File: src/rtl/motor_passo_monitor.sv
// Receive-side monitor for a 4-bit one-hot stepper coil bus.
// Registers the coil pattern, decodes it into steps, direction and a signed
// position, and reports illegal patterns, skipped phases and stalls.
module motor_passo_monitor #(
  parameter int POS_W     = 16,
  parameter int STALL_CYC = 1000
) (
  input  logic                    clk,
  input  logic                    rst,
  input  logic [3:0]              sinal,
  input  logic                    clr,
  output logic                    passo,
  output logic                    dir_out,
  output logic signed [POS_W-1:0] posicao,
  output logic                    ativo,
  output logic                    parado,
  output logic                    erro,
  output logic [1:0]              erro_cod
);

  localparam int CNT_W = $clog2(STALL_CYC + 1);
  localparam logic [CNT_W-1:0] STALL_MAX = CNT_W'(STALL_CYC);

  typedef enum logic {
    S_IDLE  = 1'b0,
    S_ATIVO = 1'b1
  } state_t;

  typedef enum logic [1:0] {
    F_NONE    = 2'b00,
    F_ILLEGAL = 2'b01,
    F_SKIP    = 2'b10,
    F_ENTRY   = 2'b11
  } fault_t;

  // Registered state; phases are held as a 2-bit index (0 = phase 1 .. 3 = phase 4)
  // so that modulo-4 neighbour arithmetic is plain 2-bit subtraction.
  logic [3:0]              sinal_q;
  state_t                  state_q, state_d;
  logic [1:0]              fase_q, fase_d;
  logic [CNT_W-1:0]        cnt_q, cnt_d;
  logic                    passo_q, passo_d;
  logic                    dir_q, dir_d;
  logic signed [POS_W-1:0] pos_q, pos_d;
  logic                    erro_q, erro_d;
  logic [1:0]              cod_q, cod_d;

  logic       is_phase, is_idle;
  logic [1:0] ph_idx;
  logic [1:0] delta;
  logic       step_fwd, step_rev;
  fault_t     fault;

  // Classify the registered coil pattern as a phase, idle, or illegal.
  always_comb begin
    // NOTE: every signal assigned here gets a default first so no path leaves
    // it unassigned; otherwise synthesis infers a latch.
    is_phase = 1'b0;
    is_idle  = 1'b0;
    ph_idx   = 2'd0;
    case (sinal_q)
      4'b1000: begin is_phase = 1'b1; ph_idx = 2'd0; end
      4'b0100: begin is_phase = 1'b1; ph_idx = 2'd1; end
      4'b0010: begin is_phase = 1'b1; ph_idx = 2'd2; end
      4'b0001: begin is_phase = 1'b1; ph_idx = 2'd3; end
      4'b0000: is_idle = 1'b1;
      default: ;
    endcase
  end

  // Next-state logic: FSM transitions, step decode, stall counter, position, faults.
  always_comb begin
    state_d  = state_q;
    fase_d   = fase_q;
    cnt_d    = cnt_q;
    step_fwd = 1'b0;
    step_rev = 1'b0;
    fault    = F_NONE;
    delta    = ph_idx - fase_q;

    case (state_q)
      S_IDLE: begin
        cnt_d = '0;
        if (is_phase) begin
          // Energising on anything but phase 1 means we cannot trust the origin.
          state_d = S_ATIVO;
          fase_d  = ph_idx;
          if (ph_idx != 2'd0) fault = F_ENTRY;
        end else if (!is_idle) begin
          fault = F_ILLEGAL;
        end
      end
      S_ATIVO: begin
        if (is_idle) begin
          state_d = S_IDLE;
          cnt_d   = '0;
        end else if (!is_phase) begin
          fault = F_ILLEGAL;
        end else begin
          case (delta)
            2'd0: if (cnt_q != STALL_MAX) cnt_d = cnt_q + CNT_W'(1);
            2'd1: begin step_fwd = 1'b1; fase_d = ph_idx; cnt_d = '0; end
            2'd3: begin step_rev = 1'b1; fase_d = ph_idx; cnt_d = '0; end
            default: begin fault = F_SKIP; fase_d = ph_idx; cnt_d = '0; end
          endcase
        end
      end
      default: state_d = S_IDLE;
    endcase

    passo_d = step_fwd | step_rev;
    dir_d   = step_fwd ? 1'b1 : (step_rev ? 1'b0 : dir_q);

    // Clear overrides a coincident step for the position only.
    if (clr)           pos_d = '0;
    else if (step_fwd) pos_d = pos_q + POS_W'(1);
    else if (step_rev) pos_d = pos_q - POS_W'(1);
    else               pos_d = pos_q;

    // Sticky flag; the code keeps the first fault since the last clear.
    erro_d = erro_q;
    cod_d  = cod_q;
    if (clr) begin
      erro_d = 1'b0;
      cod_d  = 2'b00;
    end else if (fault != F_NONE) begin
      erro_d = 1'b1;
      if (!erro_q) cod_d = fault;
    end
  end

  // State register with synchronous reset; rst dominates every other input.
  always_ff @(posedge clk) begin
    // NOTE: sequential state uses non-blocking assignments so every register
    // samples the pre-edge values, independent of statement order.
    if (rst) begin
      sinal_q <= '0;
      state_q <= S_IDLE;
      fase_q  <= '0;
      cnt_q   <= '0;
      passo_q <= 1'b0;
      dir_q   <= 1'b0;
      pos_q   <= '0;
      erro_q  <= 1'b0;
      cod_q   <= 2'b00;
    end else begin
      sinal_q <= sinal;
      state_q <= state_d;
      fase_q  <= fase_d;
      cnt_q   <= cnt_d;
      passo_q <= passo_d;
      dir_q   <= dir_d;
      pos_q   <= pos_d;
      erro_q  <= erro_d;
      cod_q   <= cod_d;
    end
  end

  assign passo    = passo_q;
  assign dir_out  = dir_q;
  assign posicao  = pos_q;
  assign ativo    = (state_q == S_ATIVO);
  assign parado   = (state_q == S_ATIVO) && (cnt_q == STALL_MAX);
  assign erro     = erro_q;
  assign erro_cod = cod_q;

endmodule

File: config.mk
export PLATFORM = sky130hd
export DESIGN_NAME = motor_passo_monitor
export DESIGN_NICKNAME = d
export VERILOG_FILES = /design/src/rtl/motor_passo_monitor.sv
export SDC_FILE = /design/constraint.sdc
export NUM_CORES = 1
export LEC_CHECK = 0
export CAP_MARGIN = 20
export CORE_UTILIZATION = 34
export CTS_CLUSTER_DIAMETER = 30
export DETAILED_ROUTE_END_ITERATION = 10
export MAX_ROUTING_LAYER = met4
export PLACE_DENSITY = 0.64
export SETUP_SLACK_MARGIN = 0.15
export SYNTH_ARGS = -nofsm -noshare
export SYNTH_HDL_FRONTEND = slang
export SYNTH_SLANG_ARGS = --single-unit
File: constraint.sdc
create_clock -name clk -period 4.54 [get_ports clk]
set_input_delay 0.908 -clock clk [delete_from_list [all_inputs] [get_ports clk]]
set_output_delay 0.908 -clock clk [all_outputs]
set_load 0.1 [all_outputs]
==> results.sh, run 1 <==
export IMPL_status="completed"
export IMPL_setup_viol=0
export IMPL_crit_type="reg2reg"
export IMPL_synth_flop_cell="dfxtp_1"
export IMPL_fmax_mhz=258
export IMPL_fp_dieW_um=90.4
export IMPL_relSlewSlack_pct=33.2
export IMPL_skew_ns=0.00797
export IMPL_clockBufferDepth=2
export IMPL_n_antenna_cell=0
export IMPL_ios=30
export IMPL_routedWlPerCell_um=13.0
export IMPL_leakagePower_nw=1.20
export IMPL_total_power_w=0.000798
export IMPL_hold_path_class="reg2reg"
export IMPL_hold_path_endpoint="erro_cod[0]"
export IMPL_synth_edf_count=0
export IMPL_min_period_ns=3.88
export IMPL_grtUsageTotal_pct=15.2
export IMPL_synth_seq_cells=38
export IMPL_yosysSeqAreaShare_pct=28.7
export IMPL_coreArea_um2=7410
export IMPL_slew_viol_final=0
export IMPL_synth_avg_cell_area_um2=8.19
export IMPL_wl_um=5800
export IMPL_antenna_found_initial=0
export IMPL_required_ns=4.72
export IMPL_max_vdd_ir_drop_mv=0.149
export IMPL_root_buffer="clkbuf_8"
export IMPL_layout_nets=373
export IMPL_drv_cap=0
export IMPL_clkSlewWorstSetupHoldPaths_ns=0.09
export IMPL_critical_path_arrival_ns=4.06
export IMPL_synthesis_nets=351
export IMPL_dieArea_um2=8170
export IMPL_syn_inst=324
export IMPL_critPathBufInv=2
export IMPL_yosys_warnings=0
export IMPL_tritoncts="yes"
export IMPL_worst_pin_slew_ns=0.998
export IMPL_synth_most_common_cell="dfxtp_1"
export IMPL_ant_nets=0
export IMPL_vias_per_cell=5.20
export IMPL_synth_top_area_share_pct=28.7
export IMPL_numCtsBuffers=5
export IMPL_r2r_cells=15
export IMPL_clkSinkCount=38
export IMPL_crit_chain="xnor2_1, nor3_1, inv_1, ha_1, xor2_1, and3_1, o211ai_1, buf_4, ha_1, a211oi_1, nor2_1, a41oi_1, o21ai_0, mux2i_1, nand2_1"
export IMPL_gp_congestion=0.854
export IMPL_worst_path_most_repeated_cell="ha_1"
export IMPL_dp_hpwl_um=4180
export IMPL_num_rows=31
export IMPL_grt_max_degree=20
export IMPL_holdWs_ns=0.478
export IMPL_synth_commonest_cells="38 x dfxtp_1, 33 x nor2_1, 28 x nand2_1, 27 x a21oi_1, 19 x ha_1"
export IMPL_detail_route_iter0_violations=113
export IMPL_synth_area_leaders="dfxtp_1 29%, ha_1 9.0%, a21oi_1 5.1%"
export IMPL_synth_distinct_cells=63
export IMPL_setup_tns_ns=0
export IMPL_fin_crit_sh_pct=85.4
export IMPL_drtPass1Iterations=4
export IMPL_fp_dieH_um=90.4
export IMPL_rsz0062_at_grt="no"
export IMPL_reg2reg_from="sinal_q[0]"
export IMPL_start_util_pct=35.8
export IMPL_port_buffers=29
export IMPL_drcViolationCount=0
export IMPL_hp_start="erro_cod[0]"
export IMPL_cpMaxStageDelayCell="dfxtp_2"
export IMPL_vias=2319
export IMPL_grt_first_pass_wirelength_um=10000
export IMPL_async_reset_ff_share_pct=0
export IMPL_path_delay_family="compound AO/OA/AOI/OAI gates"
export IMPL_grt_overflow_total=0
export IMPL_slowest_delay_ns=0.53
export IMPL_htreeDepth=2
export IMPL_worstReg2RegEnd="posicao[9]"
export IMPL_p_per_area_nw_per_um2=258
export IMPL_worstHoldPathCells=2
export IMPL_hold_viol=0
export IMPL_area_growth_pct=16.3
export IMPL_drive_gt1_share_pct=8.93
export IMPL_r2r_slack_ns=0.66
export IMPL_hold_buffers=0
export IMPL_grt_pass1_vias=2151
export IMPL_startpoint_type="flip-flop"
export IMPL_synth_cell_area_um2=2660
export IMPL_yosysTopAreaCell="dfxtp_1"
export IMPL_crit_path_end_kind="flip-flop"
export IMPL_crit_fanout=19
export IMPL_clk_latency_ns=0.30
## layout make-up
type	instances	area, um2
sequential	38	763
inverter	12	45.0
tap	99	124
multi-input combinational	259	1760
timing repair buffer	30	298
clock buffer	6	82.6
clock inverter	2	12.5
fill	759	4320
## where the power goes
part / switching [W] / total (W) / leakage (nW) / internal (W)
Sequential: 0.0000166 / 0.000359 / 0.309 / 0.000342
Clock: 0.000133 / 0.000255 / 0.0472 / 0.000122
Combinational: 0.000115 / 0.000184 / 0.839 / 0.0000680
Total: 0.000265 / 0.000798 / 1.20 / 0.000533
## flip-flops by register name, indices dropped and copies added (netlist names)
name	count
sinal_q	4
dir_out	1
fase_q	2
erro	1
cnt_q	10
posicao	16
ativo	1
erro_cod	2
passo	1
## cell usage in the layout (no fill, tap or decap), types with 3 or more instances in the layout
| master | count |
|---|---|
| nor2b_1 | 6 |
| nand2_1 | 28 |
| clkdlybuf4s50_1 | 29 |
| inv_1 | 12 |
| ha_1 | 19 |
| a21oi_1 | 27 |
| a211oi_1 | 4 |
| nand2b_1 | 7 |
| nand4_1 | 5 |
| nor3_1 | 8 |
| nand3_1 | 13 |
| xor2_1 | 8 |
| and3_1 | 5 |
| mux2i_1 | 3 |
| dfxtp_1 | 36 |
| nor2_1 | 33 |
| xnor2_1 | 11 |
| clkbuf_8 | 6 |
| or3_1 | 3 |
| o211ai_1 | 6 |
| o21ai_0 | 14 |
| a21o_1 | 6 |
| a31oi_1 | 4 |
## tightest hold or removal path: stages (launching register included)
cell and delay [ns]:
dfxtp_1 0.32, o21ai_0 0.06, a21oi_1 0.06
## worst max path at each step
| stage | cells after the start | from | slack [ns] | end |
|---|---|---|---|---|
| final | 15 | sinal_q[0] | 0.66 | posicao[9] |
| after global routing | 16 | sinal_q[0] | 0.20 | posicao[14] |
| after CTS | 15 | sinal_q[0] | 0.42 | posicao[9] |
| after detailed placement | 15 | sinal_q[0] | 0.45 | posicao[9] |
| after global placement | 16 | sinal_q[0] | 0.60 | posicao[14] |
| after floorplan | 17 | sinal_q[0] | 0.54 | posicao[14] |
## metrics by stage
stage | worst slack [ns] | area, um2 | cells | util [%]
floorplan | 0.535 | 2660 | 324 | -
global placement | 0.604 | 2990 | 438 | 40.4
detailed placement | 0.447 | 2990 | 438 | 40.4
CTS | 0.418 | 3090 | 446 | 41.6
global route | 0.202 | 3090 | 446 | 41.7
finish | 0.661 | 3090 | 446 | 41.7
## layer usage
layer  global-route usage, %  up-vias  wire length, um
li1                        -     1205                -
met1                    19.6     1077             2930
met2                    24.3       31             2650
met3                    2.86        6              148
met4                    4.30        0               65
met5                       -        -                0
## cell families after synthesis
family	count (synthesis)	synth area share [%]
xor+xnor	20	6.88
buf+inv	27	4.95
fa+ha+maj	21	10.1
mux	3	1.13
flops	38	28.7
compound gates	83	21.4
simple gates	132	26.8
## repair_timing
item	CTS	global route
endpoints found under the setup margin	0	8
setup buffers	0	0
resized for setup	0	2
No activity file was read; power rests on OpenSTA's default activity.
==> run 2: changes to the inputs <==
SETUP_SLACK_MARGIN = 0.3   (was 0.15)
==> run 2 against run 1 <==
Via count is 0.43% lower. First-iteration DRC count is 15% lower. Total power is 0.18% higher. Core utilization is 0.20 points higher. Sequential cell count stayed put. Sequential power hardly changed. Combinational power hardly changed. Largest power group unchanged. Final cell count stayed put. Clock power hardly changed. Fmax is 1.1% higher. Hold slack hardly changed.
==> results.sh, run 2 (synthesized netlist as in run 1, its figures left out) <==
export IMPL_coreArea_um2=7410
export IMPL_layout_nets=373
export IMPL_placed_area_um2=2990
export IMPL_worst_pin_slew_ns=0.998
export IMPL_routedWlPerCell_um=13.0
export IMPL_hold_path_class="reg2reg"
export IMPL_ant_nets=0
export IMPL_fill_cells=759
export IMPL_layout_commonest_cell="dfxtp_1"
export IMPL_fp_dieW_um=90.4
export IMPL_fin_crit_sh_pct=84.5
export IMPL_layout_common_cells="36 x dfxtp_1, 33 x nor2_1, 29 x clkdlybuf4s50_1"
export IMPL_critical_path_arrival_ns=4.05
export IMPL_largest_reg_flops=16
export IMPL_r2r_slack_ns=0.70
export IMPL_clk_latency_ns=0.30
export IMPL_place_inst=438
export IMPL_drv_cap=0
export IMPL_p_per_area_nw_per_um2=258
export IMPL_gp_congestion=0.854
export IMPL_min_period_ns=3.84
export IMPL_status="completed"
export IMPL_fp_dieH_um=90.4
export IMPL_dieArea_um2=8170
export IMPL_vias=2309
export IMPL_final_cell_area_um2=3100
export IMPL_grt_overflow_total=0
export IMPL_hold_path_endpoint="erro_cod[0]"
export IMPL_reg2reg_from="sinal_q[0]"
export IMPL_worstHoldPathCells=2
export IMPL_grtUsageTotal_pct=15.2
export IMPL_max_vdd_ir_drop_mv=0.149
export IMPL_hold_viol=0
export IMPL_tritoncts="yes"
export IMPL_antenna_found_initial=0
export IMPL_slew_viol_final=0
export IMPL_drive_gt1_share_pct=9.51
export IMPL_start_util_pct=35.8
export IMPL_root_buffer="clkbuf_8"
export IMPL_r2r_cells=16
export IMPL_detail_route_iter0_violations=96
export IMPL_ios=30
export IMPL_port_buffers=29
export IMPL_multi_input_area_um2=1780
export IMPL_area_growth_pct=16.9
export IMPL_n_antenna_cell=0
export IMPL_dp_hpwl_um=4180
export IMPL_relSlewSlack_pct=33.2
export IMPL_cts_setup_buffers=0
export IMPL_drcViolationCount=0
export IMPL_clockBufferDepth=2
export IMPL_wl_met1_um=2920
export IMPL_grt_first_pass_wirelength_um=10000
export IMPL_startpoint_type="flip-flop"
export IMPL_highest_layer="met4"
export IMPL_grt_max_degree=20
export IMPL_required_ns=4.75
export IMPL_skew_ns=0.00764
export IMPL_crit_type="reg2reg"
export IMPL_grt_pass1_vias=2151
export IMPL_final_cells=446
export IMPL_crit_path_end_kind="flip-flop"
export IMPL_regArea_um2=763
export IMPL_crit_fanout=19
export IMPL_drtPass1Iterations=4
export IMPL_dr_wl_met2_um=2680
export IMPL_clkSlewWorstSetupHoldPaths_ns=0.09
export IMPL_fmax_mhz=261
export IMPL_hp_start="erro_cod[0]"
export IMPL_dr_wl_met3_um=148
export IMPL_htreeDepth=2
export IMPL_wl_um=5820
export IMPL_finalCoreUtilization_pct=41.9
export IMPL_setup_tns_ns=0
export IMPL_vias_per_cell=5.18
export IMPL_worstReg2RegEnd="posicao[14]"
export IMPL_rsz0062_at_grt="yes"
export IMPL_hold_buffers=0
export IMPL_clkSinkCount=38
export IMPL_leakagePower_nw=1.20
export IMPL_setup_viol=0
export IMPL_num_rows=31
export IMPL_cts_resized=0
export IMPL_numCtsBuffers=5
run 2: metrics by stage:
step | setup WS [ns] | total power [W] | hold slack, ns
after floorplan | 0.535 | 0.000514 | 0.468
after global placement | 0.604 | 0.000547 | 0.467
after detailed placement | 0.447 | 0.000549 | 0.471
after CTS | 0.418 | 0.000809 | 0.486
after global routing | 0.279 | 0.000840 | 0.500
final | 0.705 | 0.000799 | 0.477
run 2: power by group:
part           internal (W)  leakage (nW)  switching, W
clock network      0.000122        0.0472      0.000133
logic             0.0000688         0.839      0.000116
registers          0.000342         0.309     0.0000170
total              0.000534          1.20      0.000265
run 2: final cells by class:
type                       count  area share [%]
clock inverter                 2           0.403
clock buffer                   6            2.66
inverter                      12            1.45
timing repair buffer          30            9.60
multi-input combinational    259            57.3
tap                           99            3.99
sequential                    38            24.6
run 2: per-layer routing:
layer  global-route usage [%]  vias to the layer above
met3                     2.86                        5
met1                     19.6                     1070
li1                         -                     1206
met2                     24.3                       28
met5                        -                        -
met4                     4.30                        0
run 2: worst max-delay path by stage:
stage,start,end,cells past startpoint
2_1_floorplan,sinal_q[0],posicao[14],17
3_3_place_gp,sinal_q[0],posicao[14],16
3_5_place_dp,sinal_q[0],posicao[9],15
4_1_cts,sinal_q[0],posicao[9],15
5_1_grt,sinal_q[0],posicao[14],16
6_report,sinal_q[0],posicao[14],16
run 2: critical path: stages (launching register included):
cell and delay, ns:
dfxtp_2 0.53, xnor2_1 0.13, nor3_1 0.20, inv_1 0.07, ha_1 0.24, xor2_2 0.19
and3_1 0.19, o211ai_1 0.15, buf_4 0.26, inv_1 0.08, fa_1 0.38, nand2b_1 0.20
a21oi_1 0.22, o211ai_1 0.20, a211oi_1 0.39, nor3_1 0.08, o31ai_1 0.22
==> run 3: changes to the inputs <==
clock period = 3.8 ns   (was 4.54 ns; I/O delays follow)
==> run 3 against run 2 <==
Critical path type unchanged. Final cell count up 3.6%. Via count grew 3.8%. Die area did not move. Largest power group is now the clock network. Count of clock-buffer cells in the layout is 1 lower. Global-route usage rose by 0.32 points. Total power rose by 39%. Final area rose by 8.9%. Fmax up 15%. Non-clock buffer count up 16.
==> results.sh, run 3 (synthesized netlist as in run 1, its figures left out) <==
export IMPL_p_per_area_nw_per_um2=329
export IMPL_setup_viol=0
export IMPL_routedWlPerCell_um=13.6
export IMPL_drive_gt1_share_pct=18.5
export IMPL_max_vdd_ir_drop_mv=0.120
export IMPL_holdWs_ns=0.477
export IMPL_coreArea_um2=7410
export IMPL_htreeDepth=2
export IMPL_drtPass1Iterations=4
export IMPL_clkSinkCount=38
export IMPL_hold_path_endpoint="erro_cod[0]"
export IMPL_crit_type="reg2reg"
export IMPL_final_cells=462
export IMPL_leakagePower_nw=1.31
export IMPL_worstReg2RegEnd="posicao[12]"
export IMPL_r2r_cells=16
export IMPL_r2r_slack_ns=0.45
export IMPL_vias_per_cell=5.19
export IMPL_hold_buffers=0
export IMPL_relSlewSlack_pct=34.7
export IMPL_final_cell_area_um2=3380
export IMPL_worst_pin_slew_ns=0.976
export IMPL_num_rows=31
export IMPL_tritoncts="yes"
export IMPL_start_util_pct=35.8
export IMPL_ios=30
export IMPL_finalCoreUtilization_pct=45.6
export IMPL_slew_viol_final=0
export IMPL_ant_nets=0
export IMPL_reg2reg_from="sinal_q[0]"
export IMPL_min_period_ns=3.35
export IMPL_antenna_found_initial=0
export IMPL_root_buffer="clkbuf_8"
export IMPL_fp_dieW_um=90.4
export IMPL_clkSlewWorstSetupHoldPaths_ns=0.09
export IMPL_fmax_mhz=299
export IMPL_crit_path_end_kind="flip-flop"
export IMPL_place_inst=443
export IMPL_critical_path_arrival_ns=3.54
export IMPL_placed_area_um2=3120
export IMPL_vias=2397
export IMPL_grt_pass1_vias=2277
export IMPL_dieArea_um2=8170
export IMPL_layout_commonest_cell="dfxtp_1"
export IMPL_port_buffers=29
export IMPL_crit_fanout=5
export IMPL_grt_first_pass_wirelength_um=10200
export IMPL_wl_um=6300
export IMPL_fin_crit_sh_pct=88.1
export IMPL_detail_route_iter0_violations=128
export IMPL_gp_congestion=0.798
export IMPL_rsz0062_at_grt="yes"
export IMPL_drcViolationCount=0
export IMPL_required_ns=3.99
export IMPL_clk_latency_ns=0.30
export IMPL_n_antenna_cell=0
export IMPL_dp_hpwl_um=4340
export IMPL_hold_viol=0
export IMPL_grt_overflow_total=0
export IMPL_layout_nets=389
export IMPL_area_growth_pct=27.2
export IMPL_grtUsageTotal_pct=15.6
export IMPL_skew_ns=0.00699
export IMPL_clockBufferDepth=2
export IMPL_numCtsBuffers=5
export IMPL_status="completed"
export IMPL_grt_max_degree=20
export IMPL_worstHoldPathCells=2
export IMPL_total_power_w=0.00111
export IMPL_fp_dieH_um=90.4
export IMPL_startpoint_type="flip-flop"
export IMPL_hp_start="erro_cod[0]"
export IMPL_hold_path_class="reg2reg"
export IMPL_drv_cap=0
export IMPL_largest_reg_flops=16
export IMPL_layout_common_cells="35 x dfxtp_1, 33 x nor2_1, 28 x nand2_1, 28 x clkdlybuf4s50_1, 23 x a21oi_1"
==> run 3: cell types whose count changed in the layout (fill, tap and decap cells not counted), moves of 2 or more <==
cell,before,now
ha_4,0,2
o21ai_1,0,2
a21oi_1,27,23
a211oi_1,4,2
o21ai_0,14,12
a21oi_2,0,3
buf_4,1,16
ha_1,19,16
bufinv_16,0,2
==> run 3: layout make-up <==
type | count | area, um2
fill | 729 | 4030
multi-input combinational | 259 | 1890
sequential | 38 | 764
timing repair buffer | 46 | 417
tap | 99 | 124
clock buffer | 5 | 68.8
clock inverter | 3 | 68.8
inverter | 12 | 45.0
==> run 3: power breakdown <==
part | internal [W] | total [W] | switching (W)
logic | 0.000103 | 0.000262 | 0.000159
clock network | 0.000263 | 0.000426 | 0.000163
registers | 0.000409 | 0.000422 | 0.0000125
total | 0.000775 | 0.00111 | 0.000335
==> run 3: worst max-delay path: stages, from the launching register on <==
cell,delay (ns)
dfxtp_2,0.34
xnor2_2,0.13
nor3_2,0.19
inv_1,0.09
ha_4,0.18
xor2_4,0.15
and3_4,0.18
o211ai_1,0.32
buf_2,0.26
ha_2,0.33
o211ai_1,0.16
a21oi_4,0.05
o211ai_1,0.19
buf_4,0.17
a21oi_2,0.06
nor4b_2,0.17
a311o_1,0.27
==> run 3: metal layers <==
layer / vias up / part of all wire [%] / GRT usage (%) / wire length, um
li1: 1237 / - / - / -
met1: 1110 / 47 / 19.3 / 2980
met2: 44 / 47 / 25.6 / 2980
met3: 6 / 4.1 / 2.36 / 259
met4: 0 / 1.3 / 5.51 / 80
met5: - / 0 / - / 0
==> run 3: repair_timing <==
item,4_1_cts,5_1_grt
resized for setup,0,14
setup buffers,0,9
setup endpoints to repair,0,7
==> run 3: through the flow <==
step	setup TNS [ns]	setup WS, ns
finish	0	0.451
global route	0	0.262
CTS	0	0.356
detailed placement	0	0.401
global placement	0	0.484
floorplan	-0.128	-0.0636
==> run 3: worst max-delay path by stage <==
stage,cells after the start,from,to
6_report,16,sinal_q[0],posicao[12]
4_1_cts,15,sinal_q[0],posicao[12]
3_3_place_gp,16,sinal_q[0],posicao[12]
5_1_grt,17,sinal_q[0],posicao[14]
3_5_place_dp,15,sinal_q[0],posicao[12]
2_1_floorplan,17,sinal_q[0],posicao[8]
==> RTL change 1 (settings of run 3) <==
Make the reset (`rst`) asynchronous in one clocked block. Comments in the files are not updated.
--- a/src/rtl/motor_passo_monitor.sv
+++ b/src/rtl/motor_passo_monitor.sv
@@ -130,7 +130,7 @@
   end
 
   // State register with synchronous reset; rst dominates every other input.
-  always_ff @(posedge clk) begin
+  always_ff @(posedge clk or posedge rst) begin
     // NOTE: sequential state uses non-blocking assignments so every register
     // samples the pre-edge values, independent of statement order.
     if (rst) begin
Formal check against the unedited RTL: differs if rst is asserted again (counterexample within 4 cycles, from zero or initial values and one cycle with rst high); with rst held inactive, the same outputs for 10 cycles.
==> RTL change 1 against run 3 <==
  * Final area grew 6.3%
  * Sequential cell count is the same
  * Maximum frequency shrank 7.1%
  * Wire length grew 1.6%
  * Global-route usage grew 0.62 points
  * Worst setup slack lost 0.26 ns
  * Hold slack gained 0.018 ns
  * Synthesized area grew 2.7%
  * Cell count shrank 2.8%
  * Core utilization grew 0.89 points
  * Clock skew grew 0.0086 ns
  * Critical path type unchanged
  * Largest cell class unchanged
Power is not compared: it rests on default switching activity, and its combinational part moved more than twofold at a synthesized area within 25%.
==> RTL change 1: results (changes against run 3) <==
Detailed routing
  – WL met2: 3160 µm (+6.1%)
  – WL met3: 170 µm (-34%)
  – Iter 0 DRT Violations: 87 (-32%)
  – Routed wire per std cell: 14.3 µm (+4.5%)
  – WL met1: 3000 µm (+0.67%)

Yosys
  – Fraction of registers with async set/reset: 100% (+100 points)
  – Top post-synthesis cells by area: dfrtp_1 (35%), ha_1 (8.7%), a21oi_1 (4.0%)
  – Post-synthesis compound-gate area fraction: 21.1% (-0.39 points)
  – Syn_nets: 316 (-10%)
  – Multiplexer area fraction after synthesis: 1.15% (+0.016 points)
  – Synth cell types: 69 (+9.5%)
  – Sequential share of the synthesized area: 34.9% (+6.2 points)
  – Adder-Cell Fraction of Synth Area: 9.82% (-0.32 points)
  – Top_reg_cell synth: dfrtp_1
  – Top cells by count, synth: dfrtp_1 (38), nor2_1 (26), a21oi_1 (22)
  – Xor-xnor portion of the synthesized cell area: 6.38% (-0.50 points)

Timing
  – Final setup skew: 0.0156 ns (+0.00864 ns)
  – Period minus WS final: 3.61 ns (+0.257 ns)
  – Slew HR: 34.1% (-0.57 points)

Worst setup path
  – Crit path launch type: flip-flop
  – CP Capture Point: posicao[15]
  – Crit path max-delay cell type: dfrtp_1
  – Worst Path Max Fanout: 8 (+3)
  – Slowest cell delay on critical path: 0.39 ns (+0.05 ns)
  – Crit Reg-Reg Startpoint: sinal_q[0]
  – Arr. time, crit path: 3.79 ns (+0.25 ns)
  – Reg2reg end: posicao[15]

Cells and area
  – Final layout net count: 373 (-4.1%)
  – Fraction of layout cells with a size suffix above 1: 22.5% (+4.0 points)

Place
  – Area after DPL: 3240 µm² (+3.9%)
  – IO buf count: 29 (unchanged)
  – Place WS: -0.0191 ns (-0.420 ns)
  – DP Wirelength: 4370 µm (+0.68%)
  – RePlAce Congestion: 0.872 (+9.2%)

Global routing
  – Largest net degree at the start of global routing: 39 (+95%)
  – First-pass GRT wire length: 10600 µm (+3.6%)
  – GRT Util Overall: 16.2% (+0.62 points)
  – Vias in the first global route: 2275 (-0.088%)

Clock tree
  – Root Buffer: clkbuf_8

Power
  – Peak VDD IR: 255 µV

Outcome
  – Status: completed
-- RTL change 1: cell families (layout without fill, tap and decap cells) --
family | Yosys count | in the layout
AOI/OAI and AO/OA | 84 | 85
xor gates and xnor gates | 19 | 19
and+or+nand+nor | 105 | 105
muxes | 3 | 3
buffers and inverters | 19 | 76
adders and majority gates | 21 | 21
DFF | 38 | 38
-- RTL change 1: stage by stage --
| stage | std cells | utilization, % | total power, mW |
|---|---|---|---|
| after floorplan | 289 | - | 1.10 |
| after global placement | 428 | 41.9 | 1.27 |
| after detailed placement | 428 | 41.9 | 1.28 |
| after CTS | 442 | 44.4 | 1.66 |
| after global routing | 449 | 46.5 | 1.82 |
| final | 449 | 46.5 | 1.72 |
-- RTL change 1: final cells by class --
class / instances / area [µm²]
fill: 731 / 4140
multi-input combinational: 233 / 1820
inverter: 8 / 42.5
tap: 102 / 128
timing repair buffer: 60 / 538
sequential: 38 / 951
clock buffer: 8 / 110
-- RTL change 1: layer usage --
metal  up-vias  global-route usage [%]
met5         -                       -
li1       1174                       -
met1      1138                    20.0
met3         9                    2.76
met4         0                    4.23
met2        40                    27.3
-- RTL change 1: timing repair --
action                                  CTS  global route
buffers inserted                          5             7
resized for setup                         8            15
pin swaps                                 5             4
cloned                                    1             0
endpoints found under the setup margin    8             8
-- RTL change 1: worst min path at each step --
stage | startpoint | endpoint | slack (ns) | cells past startpoint
after detailed placement | dir_out | dir_out | 0.48 | 2
after global placement | dir_out | dir_out | 0.47 | 2
after floorplan | fase_q[0] | fase_q[0] | 0.49 | 2
final | dir_out | dir_out | 0.49 | 2
after CTS | dir_out | dir_out | 0.50 | 2
after global routing | dir_out | dir_out | 0.53 | 2
-- RTL change 1: tightest hold or removal path: stages, from the launching register on --
cell,delay [ns]
dfrtp_1,0.35
nand2_1,0.06
nand2_1,0.06
-- RTL change 1: power breakdown --
part / switching [mW] / internal (mW)
clock network: 0.160 / 0.184
logic: 0.536 / 0.353
registers: 0.0494 / 0.440
total: 0.745 / 0.977
==> RTL change 2 (settings of run 3) <==
Without the edit above. Set the parameter `STALL_CYC` to 500 (it was 1000).
--- a/src/rtl/motor_passo_monitor.sv
+++ b/src/rtl/motor_passo_monitor.sv
@@ -3,7 +3,7 @@
 // position, and reports illegal patterns, skipped phases and stalls.
 module motor_passo_monitor #(
   parameter int POS_W     = 16,
-  parameter int STALL_CYC = 1000
+  parameter int STALL_CYC = 500
 ) (
   input  logic                    clk,
   input  logic                    rst,
Check against the original RTL: no difference found for any inputs over 10 cycles, from zero or initial values and one cycle with rst high; that may be too few to reach the edited logic, so the function may still have changed.
==> RTL change 2 against run 3 <==
  * Wire length fell by 13%
  * Maximum frequency rose by 0.50%
  * Cell count fell by 11%
  * Final area fell by 15%
  * Total power fell by 17%
  * Sequential cell count fell by 1
  * Worst setup slack improved by 0.017 ns
  * Synthesized area fell by 12%
  * Clock skew rose by 0.0013 ns
  * Sequential power fell by 2%
  * Die area fell by 12%
  * Critical path type unchanged
  * Critical endpoint unchanged
==> RTL change 2: results (changes against run 3) <==
Global routing
  – Met2 global-route usage: 26.1% (+0.52 points)
  – Initial antenna violation count: 0 (unchanged)
  – Vias in the first global route: 1925 (-15%)
  – Largest net degree at the start of global routing: 21 (+5.0%)
  – Grt met3 use: 3.50% (+1.1 points)
  – M1 GR Usage: 19.3% (-0.068 points)
  – GRT Util Overall: 16.0% (+0.44 points)
  – First-pass GRT wire length: 8950 µm (-13%)

Worst setup path
  – Worst Path Max Fanout: 8 (+3)
  – Reg2Reg Setup Slack: 0.47 ns (+0.02 ns)
  – CP Capture Point: posicao[12]
  – Crit path max-delay cell type: or3_1
  – Arr. time, crit path: 3.58 ns (+0.04 ns)
  – Worst-case reg-to-reg path depth: 15 (-1)
  – CP top delay family: simple AND/OR/NAND/NOR gates
  – Slowest cell delay on critical path: 0.40 ns (+0.06 ns)
  – Worst setup path class: flip-flop to flip-flop

Worst hold path
  – Hold_sp: dir_out
  – WHS Endpoint: dir_out

Place
  – DP Wirelength: 3850 µm (-11%)
  – RePlAce Congestion: 0.907 (+14%)
  – IO buf count: 29 (unchanged)
  – Place WS: 0.102 ns (-0.300 ns)
  – Cell Count Post-Placement: 398 (-10%)
  – Area after DPL: 2720 µm² (-13%)

Power
  – Net load switching power: 0.312 mW (-6.8%)
  – Seq pwr: 0.413 mW (-2%)
  – Peak VDD IR: 169 µV (+41%)
  – Power per cell area: 321 nW/µm² (-2.4%)
  – Lkg Pwr: 1.07 nW (-18%)
  – Combinational share of power: 25.1% (+1.5 points)

Yosys
  – Sequential share of the synthesized area: 31.7% (+3.1 points)
  – Top cells by count, synth: dfxtp_1 (37), nand2_1 (37), a21oi_1 (29)
  – Synth cell types: 45 (-29%)
  – Syn Area/Cell: 7.80 µm² (-4.8%)
  – Syn_nets: 325 (-7.4%)
  – Top post-synthesis cells by area: dfxtp_1 (32%), ha_1 (9.7%), a21oi_1 (6.2%)

Outcome
  – Status: completed

Timing
  – Slew @ Worst Pin: 1.01 ns (+0.0289 ns)
  – WHS: 0.469 ns (-0.00797 ns)
  – Period minus WS final: 3.33 ns (-0.0167 ns)
  – Final setup skew: 0.00830 ns (+0.00131 ns)

Detailed routing
  – WL met2: 2610 µm (-12%)
  – Wirelength, routed: 5460 µm (-13%)
  – Avg Vias per Cell: 5.32 (+2.4%)
  – Iter 0 DRT Violations: 121 (-5.5%)
  – WL met1: 2560 µm (-14%)
  – Routed wire per std cell: 13.3 µm (-2.1%)
  – DRT Pass-1 Iters: 6 (+2)
  – WL met3: 190 µm (-27%)

Cells and area
  – Fraction of layout cells with a size suffix above 1: 11.7% (-6.7 points)
  – Final layout net count: 357 (-8.2%)

Clock tree
  – Worst-path clk slew: roughly 0.080 ns
RTL change 2: final cells by class:
type                            count  area (µm²)
Clock buffer                        5        68.8
Clock inverter                      3        17.5
Fill cell                         650        3610
Inverter                           12        45.0
Multi-Input combinational cell    238        1560
Sequential cell                    37         751
Tap cell                           77        96.3
Timing Repair Buffer               37         348
RTL change 2: cells by family (layout without fill, tap and decap cells):
kind of cell / after synthesis / in the layout / synth area share (%)
compound gates: 71 / 71 / 18.3
xor+xnor: 18 / 18 / 6.76
fa+ha+maj: 20 / 20 / 10.9
buf+inv: 24 / 57 / 4.40
flops: 37 / 37 / 31.7
mux: 4 / 4 / 1.77
simple gates: 125 / 125 / 26.1
RTL change 2: timing repair:
item,in CTS,in global routing
resized for setup,3,14
endpoints found under the hold margin,0,0
setup endpoints to repair,4,5
setup buffers,2,1
cloned,0,0
pin swaps,1,4
